===== src/rtl/register_renamer_ckpt_if.sv =====
// Rename port bundle: request/response lanes, commit-time frees and
// checkpoint control. Signal suffixes are relative to the renamer (slave).
//
// Handshake: ren_valid_i is a per-lane request (lane 0 oldest) and
// ren_ready_o is a single group-level acknowledge computed combinationally
// from the same cycle's inputs. Lane k is consumed at the rising edge
// where ren_valid_i[k] && ren_ready_o. When ren_ready_o is low the whole
// group is refused, and the master holds it (or withdraws it after a
// recovery). Frees and checkpoint releases are fire-and-forget strobes.
interface register_renamer_ckpt_if #(
   parameter int NUM_A_REGS = 32,
   parameter int NUM_P_REGS = 64,
   parameter int WIDTH      = 2,
   parameter int NUM_CKPT   = 4
);
   localparam int AW = $clog2(NUM_A_REGS);
   localparam int PW = $clog2(NUM_P_REGS);
   localparam int CW = $clog2(NUM_CKPT);

   logic [WIDTH-1:0]    ren_valid_i;
   logic [WIDTH*AW-1:0] rd_i;
   logic [WIDTH*AW-1:0] rs1_i;
   logic [WIDTH*AW-1:0] rs2_i;
   logic                ren_ready_o;
   logic [WIDTH*PW-1:0] p_dest_o;
   logic [WIDTH*PW-1:0] old_dest_o;
   logic [WIDTH*PW-1:0] p_rs1_o;
   logic [WIDTH*PW-1:0] p_rs2_o;
   logic [WIDTH-1:0]    free_valid_i;
   logic [WIDTH*PW-1:0] free_preg_i;
   logic                ckpt_take_i;
   logic [CW-1:0]       ckpt_id_o;
   logic                ckpt_full_o;
   logic                ckpt_release_i;
   logic                recover_i;
   logic [CW-1:0]       recover_id_i;
   logic [PW:0]         free_count_o;

   modport slave (
      input  ren_valid_i, rd_i, rs1_i, rs2_i,
      output ren_ready_o, p_dest_o, old_dest_o, p_rs1_o, p_rs2_o,
      input  free_valid_i, free_preg_i,
      input  ckpt_take_i, ckpt_release_i, recover_i, recover_id_i,
      output ckpt_id_o, ckpt_full_o, free_count_o
   );

   modport master (
      output ren_valid_i, rd_i, rs1_i, rs2_i,
      input  ren_ready_o, p_dest_o, old_dest_o, p_rs1_o, p_rs2_o,
      output free_valid_i, free_preg_i,
      output ckpt_take_i, ckpt_release_i, recover_i, recover_id_i,
      input  ckpt_id_o, ckpt_full_o, free_count_o
   );
endinterface


===== src/rtl/register_renamer_ckpt.sv =====
// Multi-lane register renamer: RAT + circular free list + branch checkpoint
// queue holding RAT/free-list-head snapshots for mispredict recovery.
// NUM_P_REGS and NUM_CKPT are expected to be powers of two so the wrap-bit
// pointer arithmetic of both circular structures is exact.
module register_renamer_ckpt #(
   parameter int NUM_A_REGS = 32,
   parameter int NUM_P_REGS = 64,
   parameter int WIDTH      = 2,
   parameter int NUM_CKPT   = 4
) (
   input  logic                   clk_i,
   input  logic                   rst_i,
   register_renamer_ckpt_if.slave rn
);
   localparam int AW = $clog2(NUM_A_REGS);
   localparam int PW = $clog2(NUM_P_REGS);
   localparam int CW = $clog2(NUM_CKPT);

   localparam logic [PW:0] P_ONE     = (PW+1)'(1);
   localparam logic [PW:0] FREE_INIT = (PW+1)'(NUM_P_REGS - NUM_A_REGS);
   localparam logic [CW:0] C_ONE     = (CW+1)'(1);
   localparam logic [CW:0] C_FULL    = (CW+1)'(NUM_CKPT);

   // ---------------------------------------------------------------
   // State
   // ---------------------------------------------------------------
   logic [PW-1:0] rat_q [NUM_A_REGS];
   logic [PW-1:0] rat_d [NUM_A_REGS];
   logic [PW-1:0] fl_q  [NUM_P_REGS];
   logic [PW:0]   head_q, head_d;
   logic [PW:0]   tail_q, tail_d;

   // checkpoint slots: saved RAT and saved free-list head
   logic [PW-1:0] ck_rat_q  [NUM_CKPT][NUM_A_REGS];
   logic [PW:0]   ck_head_q [NUM_CKPT];
   // checkpoint queue pointers with wrap bit; cq_head_q is the oldest slot
   logic [CW:0]   cq_head_q, cq_head_d;
   logic [CW:0]   cq_tail_q, cq_tail_d;

   // ---------------------------------------------------------------
   // Per-lane views of the flat buses
   // ---------------------------------------------------------------
   logic [AW-1:0] rd    [WIDTH];
   logic [AW-1:0] rs1   [WIDTH];
   logic [AW-1:0] rs2   [WIDTH];
   logic [PW-1:0] fpreg [WIDTH];

   logic [WIDTH-1:0] alloc;
   logic [PW:0]      alloc_cnt;
   logic [PW-1:0]    p_dest   [WIDTH];
   logic [PW-1:0]    old_dest [WIDTH];
   logic [PW-1:0]    p_rs1    [WIDTH];
   logic [PW-1:0]    p_rs2    [WIDTH];

   logic [PW-1:0]    free_idx [WIDTH];
   logic [PW:0]      free_cnt;

   logic [PW:0]      free_count;
   logic [CW:0]      cq_count;
   logic             ckpt_full;
   logic             accept;
   logic             ck_push;
   logic             ck_pop;
   logic [CW-1:0]    rec_off;

   // Split the packed lane buses into arrays.
   always_comb begin
      for (int k = 0; k < WIDTH; k++) begin
         rd[k]    = rn.rd_i[k*AW +: AW];
         rs1[k]   = rn.rs1_i[k*AW +: AW];
         rs2[k]   = rn.rs2_i[k*AW +: AW];
         fpreg[k] = rn.free_preg_i[k*PW +: PW];
      end
   end

   // Hand out free-list entries to allocating lanes in lane order.
   always_comb begin
      alloc_cnt = '0;
      for (int k = 0; k < WIDTH; k++) begin
         alloc[k]  = rn.ren_valid_i[k] && (rd[k] != '0);
         p_dest[k] = '0;
         if (alloc[k]) begin
            p_dest[k] = fl_q[head_q[PW-1:0] + alloc_cnt[PW-1:0]];
            alloc_cnt = alloc_cnt + P_ONE;
         end
      end
   end

   // Source/old-dest lookup with bypass from the youngest older lane writing the same rd.
   always_comb begin
      for (int k = 0; k < WIDTH; k++) begin
         p_rs1[k]    = rat_q[rs1[k]];
         p_rs2[k]    = rat_q[rs2[k]];
         old_dest[k] = rat_q[rd[k]];
         for (int j = 0; j < k; j++) begin
            if (alloc[j] && rd[j] == rs1[k]) p_rs1[k]    = p_dest[j];
            if (alloc[j] && rd[j] == rs2[k]) p_rs2[k]    = p_dest[j];
            if (alloc[j] && rd[j] == rd[k])  old_dest[k] = p_dest[j];
         end
      end
   end

   // Group acceptance and checkpoint queue bookkeeping.
   always_comb begin
      free_count = tail_q - head_q;
      cq_count   = cq_tail_q - cq_head_q;
      ckpt_full  = (cq_count == C_FULL);
      accept     = !rn.recover_i
                   && !(rn.ckpt_take_i && ckpt_full)
                   && (alloc_cnt <= free_count);
      ck_push    = accept && rn.ckpt_take_i;
      ck_pop     = !rn.recover_i && rn.ckpt_release_i && (cq_count != '0);
      rec_off    = rn.recover_id_i - cq_head_q[CW-1:0];
   end

   // Next RAT and free-list head: recovery restores a snapshot, otherwise the accepted group commits.
   always_comb begin
      rat_d  = rat_q;
      head_d = head_q;
      if (rn.recover_i) begin
         rat_d  = ck_rat_q[rn.recover_id_i];
         head_d = ck_head_q[rn.recover_id_i];
      end else if (accept) begin
         // lane order: a younger lane with the same rd overwrites an older one
         for (int k = 0; k < WIDTH; k++) begin
            if (alloc[k]) rat_d[rd[k]] = p_dest[k];
         end
         head_d = head_q + alloc_cnt;
      end
      rat_d[0] = '0;
   end

   // Tail slots for this cycle's frees; they apply regardless of stall or recovery.
   always_comb begin
      free_cnt = '0;
      for (int k = 0; k < WIDTH; k++) begin
         free_idx[k] = tail_q[PW-1:0] + free_cnt[PW-1:0];
         if (rn.free_valid_i[k]) free_cnt = free_cnt + P_ONE;
      end
      tail_d = tail_q + free_cnt;
   end

   // Next checkpoint queue pointers; recovery truncates at the recovered slot.
   always_comb begin
      cq_head_d = cq_head_q;
      cq_tail_d = cq_tail_q;
      if (rn.recover_i) begin
         cq_tail_d = cq_head_q + {1'b0, rec_off};
      end else begin
         if (ck_push) cq_tail_d = cq_tail_q + C_ONE;
         if (ck_pop)  cq_head_d = cq_head_q + C_ONE;
      end
   end

   // RAT register: identity mapping out of reset.
   always_ff @(posedge clk_i) begin
      if (rst_i) begin
         for (int i = 0; i < NUM_A_REGS; i++) rat_q[i] <= PW'(i);
      end else begin
         rat_q <= rat_d;
      end
   end

   // Free-list storage and pointers: reset fills it with the unmapped registers.
   always_ff @(posedge clk_i) begin
      if (rst_i) begin
         for (int i = 0; i < NUM_P_REGS; i++) begin
            fl_q[i] <= (i < NUM_P_REGS - NUM_A_REGS) ? PW'(i + NUM_A_REGS) : '0;
         end
         head_q <= '0;
         tail_q <= FREE_INIT;
      end else begin
         for (int k = 0; k < WIDTH; k++) begin
            if (rn.free_valid_i[k]) fl_q[free_idx[k]] <= fpreg[k];
         end
         head_q <= head_d;
         tail_q <= tail_d;
      end
   end

   // Snapshot storage: captures the post-group RAT and head on an accepted take.
   always_ff @(posedge clk_i) begin
      if (!rst_i && ck_push) begin
         ck_rat_q[cq_tail_q[CW-1:0]]  <= rat_d;
         ck_head_q[cq_tail_q[CW-1:0]] <= head_d;
      end
   end

   // Checkpoint queue pointer registers.
   always_ff @(posedge clk_i) begin
      if (rst_i) begin
         cq_head_q <= '0;
         cq_tail_q <= '0;
      end else begin
         cq_head_q <= cq_head_d;
         cq_tail_q <= cq_tail_d;
      end
   end

   // Pack per-lane results and status onto the interface.
   always_comb begin
      for (int k = 0; k < WIDTH; k++) begin
         rn.p_dest_o[k*PW +: PW]   = p_dest[k];
         rn.old_dest_o[k*PW +: PW] = old_dest[k];
         rn.p_rs1_o[k*PW +: PW]    = p_rs1[k];
         rn.p_rs2_o[k*PW +: PW]    = p_rs2[k];
      end
      rn.ren_ready_o  = accept;
      rn.free_count_o = free_count;
      rn.ckpt_full_o  = ckpt_full;
      rn.ckpt_id_o    = cq_tail_q[CW-1:0];
   end
endmodule


===== src/flat_wrapper.sv =====
// flat-port wrapper written by rule: the top's interface ports become plain ports
module register_renamer_ckpt_flat 
#(
   parameter int NUM_A_REGS = 32,
   parameter int NUM_P_REGS = 64,
   parameter int WIDTH      = 2,
   parameter int NUM_CKPT   = 4
)
  (clk_i, rst_i, rn_ren_valid_i, rn_rd_i, rn_rs1_i, rn_rs2_i, rn_ren_ready_o, rn_p_dest_o, rn_old_dest_o, rn_p_rs1_o, rn_p_rs2_o, rn_free_valid_i, rn_free_preg_i, rn_ckpt_take_i, rn_ckpt_release_i, rn_recover_i, rn_recover_id_i, rn_ckpt_id_o, rn_ckpt_full_o, rn_free_count_o);
  register_renamer_ckpt_if #(.NUM_A_REGS(NUM_A_REGS), .NUM_P_REGS(NUM_P_REGS), .WIDTH(WIDTH), .NUM_CKPT(NUM_CKPT)) rn_i ();
  input  logic clk_i;
  input  logic rst_i;
  input wire logic [$bits(rn_i.ren_valid_i)-1:0] rn_ren_valid_i;
  input wire logic [$bits(rn_i.rd_i)-1:0] rn_rd_i;
  input wire logic [$bits(rn_i.rs1_i)-1:0] rn_rs1_i;
  input wire logic [$bits(rn_i.rs2_i)-1:0] rn_rs2_i;
  output wire logic [$bits(rn_i.ren_ready_o)-1:0] rn_ren_ready_o;
  output wire logic [$bits(rn_i.p_dest_o)-1:0] rn_p_dest_o;
  output wire logic [$bits(rn_i.old_dest_o)-1:0] rn_old_dest_o;
  output wire logic [$bits(rn_i.p_rs1_o)-1:0] rn_p_rs1_o;
  output wire logic [$bits(rn_i.p_rs2_o)-1:0] rn_p_rs2_o;
  input wire logic [$bits(rn_i.free_valid_i)-1:0] rn_free_valid_i;
  input wire logic [$bits(rn_i.free_preg_i)-1:0] rn_free_preg_i;
  input wire logic [$bits(rn_i.ckpt_take_i)-1:0] rn_ckpt_take_i;
  input wire logic [$bits(rn_i.ckpt_release_i)-1:0] rn_ckpt_release_i;
  input wire logic [$bits(rn_i.recover_i)-1:0] rn_recover_i;
  input wire logic [$bits(rn_i.recover_id_i)-1:0] rn_recover_id_i;
  output wire logic [$bits(rn_i.ckpt_id_o)-1:0] rn_ckpt_id_o;
  output wire logic [$bits(rn_i.ckpt_full_o)-1:0] rn_ckpt_full_o;
  output wire logic [$bits(rn_i.free_count_o)-1:0] rn_free_count_o;
  assign rn_i.ren_valid_i = rn_ren_valid_i;
  assign rn_i.rd_i = rn_rd_i;
  assign rn_i.rs1_i = rn_rs1_i;
  assign rn_i.rs2_i = rn_rs2_i;
  assign rn_ren_ready_o = rn_i.ren_ready_o;
  assign rn_p_dest_o = rn_i.p_dest_o;
  assign rn_old_dest_o = rn_i.old_dest_o;
  assign rn_p_rs1_o = rn_i.p_rs1_o;
  assign rn_p_rs2_o = rn_i.p_rs2_o;
  assign rn_i.free_valid_i = rn_free_valid_i;
  assign rn_i.free_preg_i = rn_free_preg_i;
  assign rn_i.ckpt_take_i = rn_ckpt_take_i;
  assign rn_i.ckpt_release_i = rn_ckpt_release_i;
  assign rn_i.recover_i = rn_recover_i;
  assign rn_i.recover_id_i = rn_recover_id_i;
  assign rn_ckpt_id_o = rn_i.ckpt_id_o;
  assign rn_ckpt_full_o = rn_i.ckpt_full_o;
  assign rn_free_count_o = rn_i.free_count_o;
  register_renamer_ckpt #(.NUM_A_REGS(NUM_A_REGS), .NUM_P_REGS(NUM_P_REGS), .WIDTH(WIDTH), .NUM_CKPT(NUM_CKPT)) u_core (.clk_i(clk_i), .rst_i(rst_i), .rn(rn_i));
endmodule

===== config.mk =====
export PLATFORM = sky130hd
export DESIGN_NAME = register_renamer_ckpt_flat
export DESIGN_NICKNAME = d
export VERILOG_FILES = /design/src/rtl/register_renamer_ckpt_if.sv /design/src/rtl/register_renamer_ckpt.sv /design/src/flat_wrapper.sv
export SDC_FILE = /design/constraint.sdc
export NUM_CORES = 2
export LEC_CHECK = 0
export BUFFER_PORTS_ARGS = -buffer_cell sky130_fd_sc_hd__buf_2
export CAP_MARGIN = 20
export CORE_MARGIN = 1.5
export CORE_UTILIZATION = 35
export DETAILED_ROUTE_END_ITERATION = 16
export PLACE_DENSITY = 0.48
export SLEW_MARGIN = 40
export SYNTH_ARGS = -nofsm -noshare
export SYNTH_HDL_FRONTEND = slang
export SYNTH_SLANG_ARGS = --single-unit
export TNS_END_PERCENT = 1

===== constraint.sdc =====
create_clock -name clk_i -period 26.8 [get_ports clk_i]
set_input_delay 5.36 -clock clk_i [delete_from_list [all_inputs] [get_ports clk_i]]
set_output_delay 5.36 -clock clk_i [all_outputs]
set_load 0.01 [all_outputs]

# Word-level counts from Yosys, hierarchy flattened
# Memories as Yosys holds them, arrays and structs flattened. A register that Yosys moved wholly into a read port is not among the register bits.
# Cells that the tools add are included.
[word_totals] ramBits=1156 mem_count=3 in_bits=53 elab_cells=154 output_inout_bits=59 register_bits=206
[mem_list] memory="u_core.ck_rat_q" depth=4 width=186 read_ports=1 rd_clocked_by_memory_dff=0 write_ports=1 line_no="register_renamer_ckpt.sv:34" source="logic [PW-1:0] ck_rat_q [NUM_CKPT][NUM_A_REGS];"
[mem_list] memory="u_core.fl_q" depth=64 width=6 read_ports=2 rd_clocked_by_memory_dff=1 write_ports=64 line_no="register_renamer_ckpt.sv:29" source="logic [PW-1:0] fl_q [NUM_P_REGS];"
[mem_list] memory="u_core.ck_head_q" depth=4 width=7 read_ports=1 rd_clocked_by_memory_dff=0 write_ports=1 line_no="register_renamer_ckpt.sv:35" source="logic [PW:0] ck_head_q [NUM_CKPT];"
[classes] muxes=60 reduce_logical=24 n_bitwise=7 eq_ne=4 add_sub_neg=12 magnitude_cmp=9
[ops] op="$mux 192" count=3
[ops] op="$mux 186" count=3
[ops] op="$bwmux 192" count=2
[ops] op="$bmux 6 s5" count=6
[ops] op="$mux 6" count=24
[ops] op="$demux 6 s5" count=2
[ops] op="$ge 6x6->1 const B" count=6
[ops] op="$not 5->6" count=6
[ops] op="$mux 7" count=4
[ops] op="$eq 5x5->1" count=3
[ops] op="$add 7x7->7" count=2
[ops] op="$logic_and 1x1->1" count=14
[ops] op="$mux 1" count=14
[ops] op="$add 6x1->6" count=2
[ops] op="$lt 6x1->1 const B" count=2
[ops] op="$reduce_or 6->1" count=2
[ops] op="$reduce_bool 5->1" count=2
[ops] op="$le 7x7->1" count=1
[ops] op="$sub 7x7->7" count=1
[ops] op="$add 3x1->3 const B" count=2
[ops] op="$mux 3" count=2
[ops] op="$add 1x1->2 const B" count=2
[ops] op="$add 3x2->3" count=1
[ops] op="$eq 3x3->1 const B" count=1
[ops] op="other kinds (7)" count=9

# Logic depth before layout (Yosys ltp)
[depth] depth_word=13 depth_mapped=22 mapped_depth_nobuf=16

# Worst setup path before layout
# Ideal clock, no wire load.
[synth_timing] kind="input to register" from="input port rn_rd_i[2]" to="memory u_core.ck_head_q[2][0] (netlist name), enable pin" required_ps=25778 t_arrival_ps=22681 path_stages=17 setup_time_ps=1022 path_slack_ps=3096 n_path_buf=4 cell_sequence="or3_1 > clkbuf_1 > o31ai_1 > inv_1 > ha_1 > ha_1 > nor2b_1 > o21ai_0 > a211oi_1 > and4_1 > buf_6 > a21o_1 > buf_6 > inv_4 > clkbuf_1 > nand2_1 > nor3b_1"
[synth_between] elab_chain_cells=11
[synth_lines] item="from (decl)" line_no="flat_wrapper.sv:14" source="input wire logic [$bits(rn_i.rd_i)-1:0] rn_rd_i;"
[synth_lines] item="$reduce_bool 5->1 *" line_no="register_renamer_ckpt.sv:80" source="alloc[k] = rn.ren_valid_i[k] && (rd[k] != '0);"
[synth_lines] item="$logic_and 1x1->1 *" line_no="register_renamer_ckpt.sv:80"
[synth_lines] item="$mux 1 *" line_no="register_renamer_ckpt.sv:82" source="if (alloc[k]) begin"
[synth_lines] item="$add 1x1->2" line_no="register_renamer_ckpt.sv:84" source="alloc_cnt = alloc_cnt + P_ONE;"
[synth_lines] item="$mux 7 *" line_no="register_renamer_ckpt.sv:82"
[synth_lines] item="$le 7x7->1 *" line_no="register_renamer_ckpt.sv:110" source="&& (alloc_cnt <= free_count);"
[synth_lines] item="$logic_and 1x1->1 *" line_no="register_renamer_ckpt.sv:110"
[synth_lines] item="$logic_and 1x1->1 *" line_no="register_renamer_ckpt.sv:111" source="ck_push = accept && rn.ckpt_take_i;"
[synth_lines] item="$logic_and 1x1->1 *" line_no="register_renamer_ckpt.sv:183" source="if (!rst_i && ck_push) begin"
[synth_lines] item="$mux 1 *" line_no="register_renamer_ckpt.sv:183"
[synth_lines] item="$mux 1 (not written as such) *" line_no="register_renamer_ckpt.sv:185" source="ck_head_q[cq_tail_q[CW-1:0]] <= head_d;"
[synth_lines] item="to (decl)" line_no="register_renamer_ckpt.sv:35"
# Mark *: on every way between the ends. The rest lies on a longest branch, timed or not.

# Final worst setup path
[layout_timing] from="input port rn_rd_i[2]" to="output port rn_p_dest_o[11]"
[layout_between] elab_chain_cells=6
[layout_lines] item="$reduce_bool 5->1" line_no="register_renamer_ckpt.sv:80"
[layout_lines] item="$logic_and 1x1->1" line_no="register_renamer_ckpt.sv:80"
[layout_lines] item="$mux 1" line_no="register_renamer_ckpt.sv:82"
[layout_lines] item="$add 6x1->6" line_no="register_renamer_ckpt.sv:83" source="p_dest[k] = fl_q[head_q[PW-1:0] + alloc_cnt[PW-1:0]];"
[layout_lines] item="$mem_v2 64x6"
[layout_lines] item="$mux 6" line_no="register_renamer_ckpt.sv:82"
[layout_lines] item="to (decl)" line_no="flat_wrapper.sv:18" source="output wire logic [$bits(rn_i.p_dest_o)-1:0] rn_p_dest_o;"
# Every way passes these cells.

==> metrics.cfg <==
[power]
ir_worst_vdd_uv=73.1
power_leakage_nw=26.5
total_power_mw=5.67
power.density_nw_per_um2=67.3

[worst_setup_path]
crit_end=rn_p_dest_o[11]
path_class=in -> out
worst-path-max-fanout=50
endpoint_kind=output pin
worst-r2r-setup-slack_ns=19.01
start_kind=input pin
arrival_ns=11.05
crit_start=rn_rd_i[2]
r2r_cells=18
timing.critical_path.required_ns=21.44
r2r_end=u_core.ck_rat_q[3][50]$_DFFE_PP_
r2r_start=u_core.head_q[1]$_SDFF_PP0_

[clocking]
clk_pin_slew_worst_paths_ns=0.05
root_buffer=clkbuf_16
cts_tree=yes
cts_setup_buffers=0
htree_num_levels=4
cts.sinks=1362
clockBufferDepth=3
cts.repair.resized=0
cts_hold_buf=0
clkLatencyLatePin_ns=0.88
cts_buffers=156

[routing]
vias_per_cell=6.50
drtPass1Iterations=8
drt_iter0_markers=8026
wl_per_cell_um=36.1
drc_errors=0
routed_wl_um=322000
ant_nets=0
vias=58000

[timing]
setup_violations=0
final-max-slew-violation-count=0
finalClockSkew_ns=0.0730
hold_violations=0
timing.final.ws_setup_ns=10.39
fin_crit_sh_pct=61.2
holdWs_ns=0.531
fin_crit_ns=16.41
max-slew-margin-rel_pct=32.1
fmax_mhz=60.9
worst_slew_pin_slew_ns=1.02
rsz0062_at_grt=no
setup_tns_ns=0

[floorplan]
die-area_um2=219000
die_y_um=468
die_w_um=468
row_count=170
start_util_pct=35.3
design.core.area_um2=215000
num_io_pins=112

[global_routing]
grt_max_degree=98
grt_pass1_vias=54600
globalRoute.totalOverflow=0
grt_use_total_pct=28.9
grt_pass1_wl_um=446000
antenna_found_initial=14

[finish]
finalNetCount=6030
final_cells=8928
final_cell_area_um2=84200
area_delta_synth_final_pct=11.2
final_common_cell=edfxtp_1
drive_above_1_share_pct=22.4
fillers=20300
final_cell_mix=1156 x edfxtp_1, 733 x nand2_1, 650 x mux4_2, 503 x nor2_1, 395 x o21ai_0
final_util_pct=39.2

[place]
dp_slack_ns=10.55
io_buffers=111
dp_hpwl_um=216000
routabilityCongestion=1.01
placed_cell_area_um2=79100
dp_cells=8623

[synth]
ys_ff_latch=1362
syn-cell-area_um2=75700
yosysTopAreaCell=edfxtp_1
synth_cell_types=92
synthFlopType=edfxtp_1
synth_edf_count=1156
ys_warn_count=0
syn_area_per_cell_um2=12.5
synth_nets=6150
yosysTopAreaCellShare_pct=45.8
synthCells=6066
synthArstFlopShare_pct=0
ys_top_cells_by_area=edfxtp_1 46%, mux4_2 19%, dfxtp_1 5.4%
ys_seq_area_share_pct=51.3

[run]
maxCapViolCount=0

[status]
outcome=completed

[min_path]
hold_class=reg -> reg

==> per-layer routing <==
| metal | global-route usage (%) | vias up | wire length [µm] | part of all wire (%) |
|---|---|---|---|---|
| met5 | 0 | - | 40 | 0.012 |
| met4 | 15.7 | 8 | 19900 | 6.2 |
| met3 | 7.27 | 827 | 35300 | 11 |
| met2 | 43.5 | 3950 | 143000 | 44 |
| met1 | 38.1 | 29700 | 124000 | 39 |
| li1 | - | 23600 | - | - |
==> cell usage after synthesis, types with 14 or more instances <==
cell / n
a211oi_1: 54
a21o_1: 24
a21oi_1: 240
a221oi_1: 24
a22o_1: 34
a22oi_1: 57
a31oi_1: 47
and2_1: 62
and3_1: 43
buf_1: 48
buf_2: 103
buf_4: 37
buf_6: 17
clkbuf_1: 337
dfxtp_1: 206
edfxtp_1: 1156
ha_1: 26
inv_1: 43
mux2_2: 76
mux2i_1: 141
mux4_2: 650
nand2_1: 736
nand2b_1: 26
nand3_1: 158
nand4_1: 29
nor2_1: 515
nor2b_1: 28
nor3_1: 170
nor4_1: 42
o211ai_1: 27
o21ai_0: 399
o221a_2: 20
o221ai_1: 23
o22ai_1: 69
o31ai_1: 27
or2_1: 19
or2_2: 28
or3_1: 82
xnor2_1: 23
xor2_1: 14
==> layout make-up <==
type / instances / area (µm²) / share of cell area, %
Antenna cell: 11 / 27.5 / 0.0327
Clock buffer: 215 / 4350 / 5.17
Clock inverter: 76 / 624 / 0.742
Inverter: 50 / 205 / 0.244
Multi-Input combinational cell: 4111 / 34600 / 41.1
Sequential cell: 1362 / 38800 / 46.1
Tap cell: 2838 / 3550 / 4.22
Timing Repair Buffer: 265 / 1960 / 2.33
==> logic make-up after synthesis <==
family / synth area share [%]
buffers and inverters: 3.47
multiplexers: 22.3
adder cells (fa/ha/maj): 0.562
AND/OR/NAND/NOR: 11.7
XOR/XNOR: 0.428
AO/OA/AOI/OAI: 10.2
flip-flops: 51.3
==> registers in the layout, summed over array words and instances (netlist names) <==
signal / cells
u_core.ck_head_q: 28
u_core.ck_rat_q: 744
u_core.cq_head_q: 3
u_core.cq_tail_q: 3
u_core.fl_q: 384
u_core.head_q: 7
u_core.rat_q: 186
u_core.tail_q: 7
==> power by group <==
| part | switching (mW) | internal, mW | total (mW) |
|---|---|---|---|
| sequential | 0.116 | 2.39 | 2.51 |
| clock | 0.922 | 1.19 | 2.11 |
| combinational | 0.691 | 0.359 | 1.05 |
| total | 1.73 | 3.94 | 5.67 |
==> critical path: stages <==
cell and delay, ns:
buf_2 0.28, or3_1 0.62, o31ai_4 0.61, inv_1 0.22
ha_4 0.25, ha_4 0.78, buf_4 0.71, mux4_2 0.40
mux2_2 0.30, o22ai_1 0.32, o22a_1 0.29, buf_4 0.35
nor2_1 0.07, buf_4 0.22, buf_2 0.16
==> how the worst min path moves through the flow <==
stage | depth (start not counted) | from | slack (ns) | end
6_report | 2 | u_core.cq_head_q[1]$_SDFFE_PP0P_ | 0.53 | u_core.cq_head_q[1]$_SDFFE_PP0P_
5_1_grt | 2 | u_core.cq_head_q[1]$_SDFFE_PP0P_ | 0.60 | u_core.cq_head_q[1]$_SDFFE_PP0P_
4_1_cts | 2 | u_core.cq_head_q[1]$_SDFFE_PP0P_ | 0.53 | u_core.cq_head_q[1]$_SDFFE_PP0P_
3_5_place_dp | 2 | u_core.cq_head_q[1]$_SDFFE_PP0P_ | 0.52 | u_core.cq_head_q[1]$_SDFFE_PP0P_
3_3_place_gp | 2 | u_core.cq_head_q[1]$_SDFFE_PP0P_ | 0.51 | u_core.cq_head_q[1]$_SDFFE_PP0P_
2_1_floorplan | 2 | u_core.tail_q[6]$_SDFF_PP0_ | 0.47 | u_core.tail_q[6]$_SDFF_PP0_
Note: power is estimated with default switching activity, not from simulation.
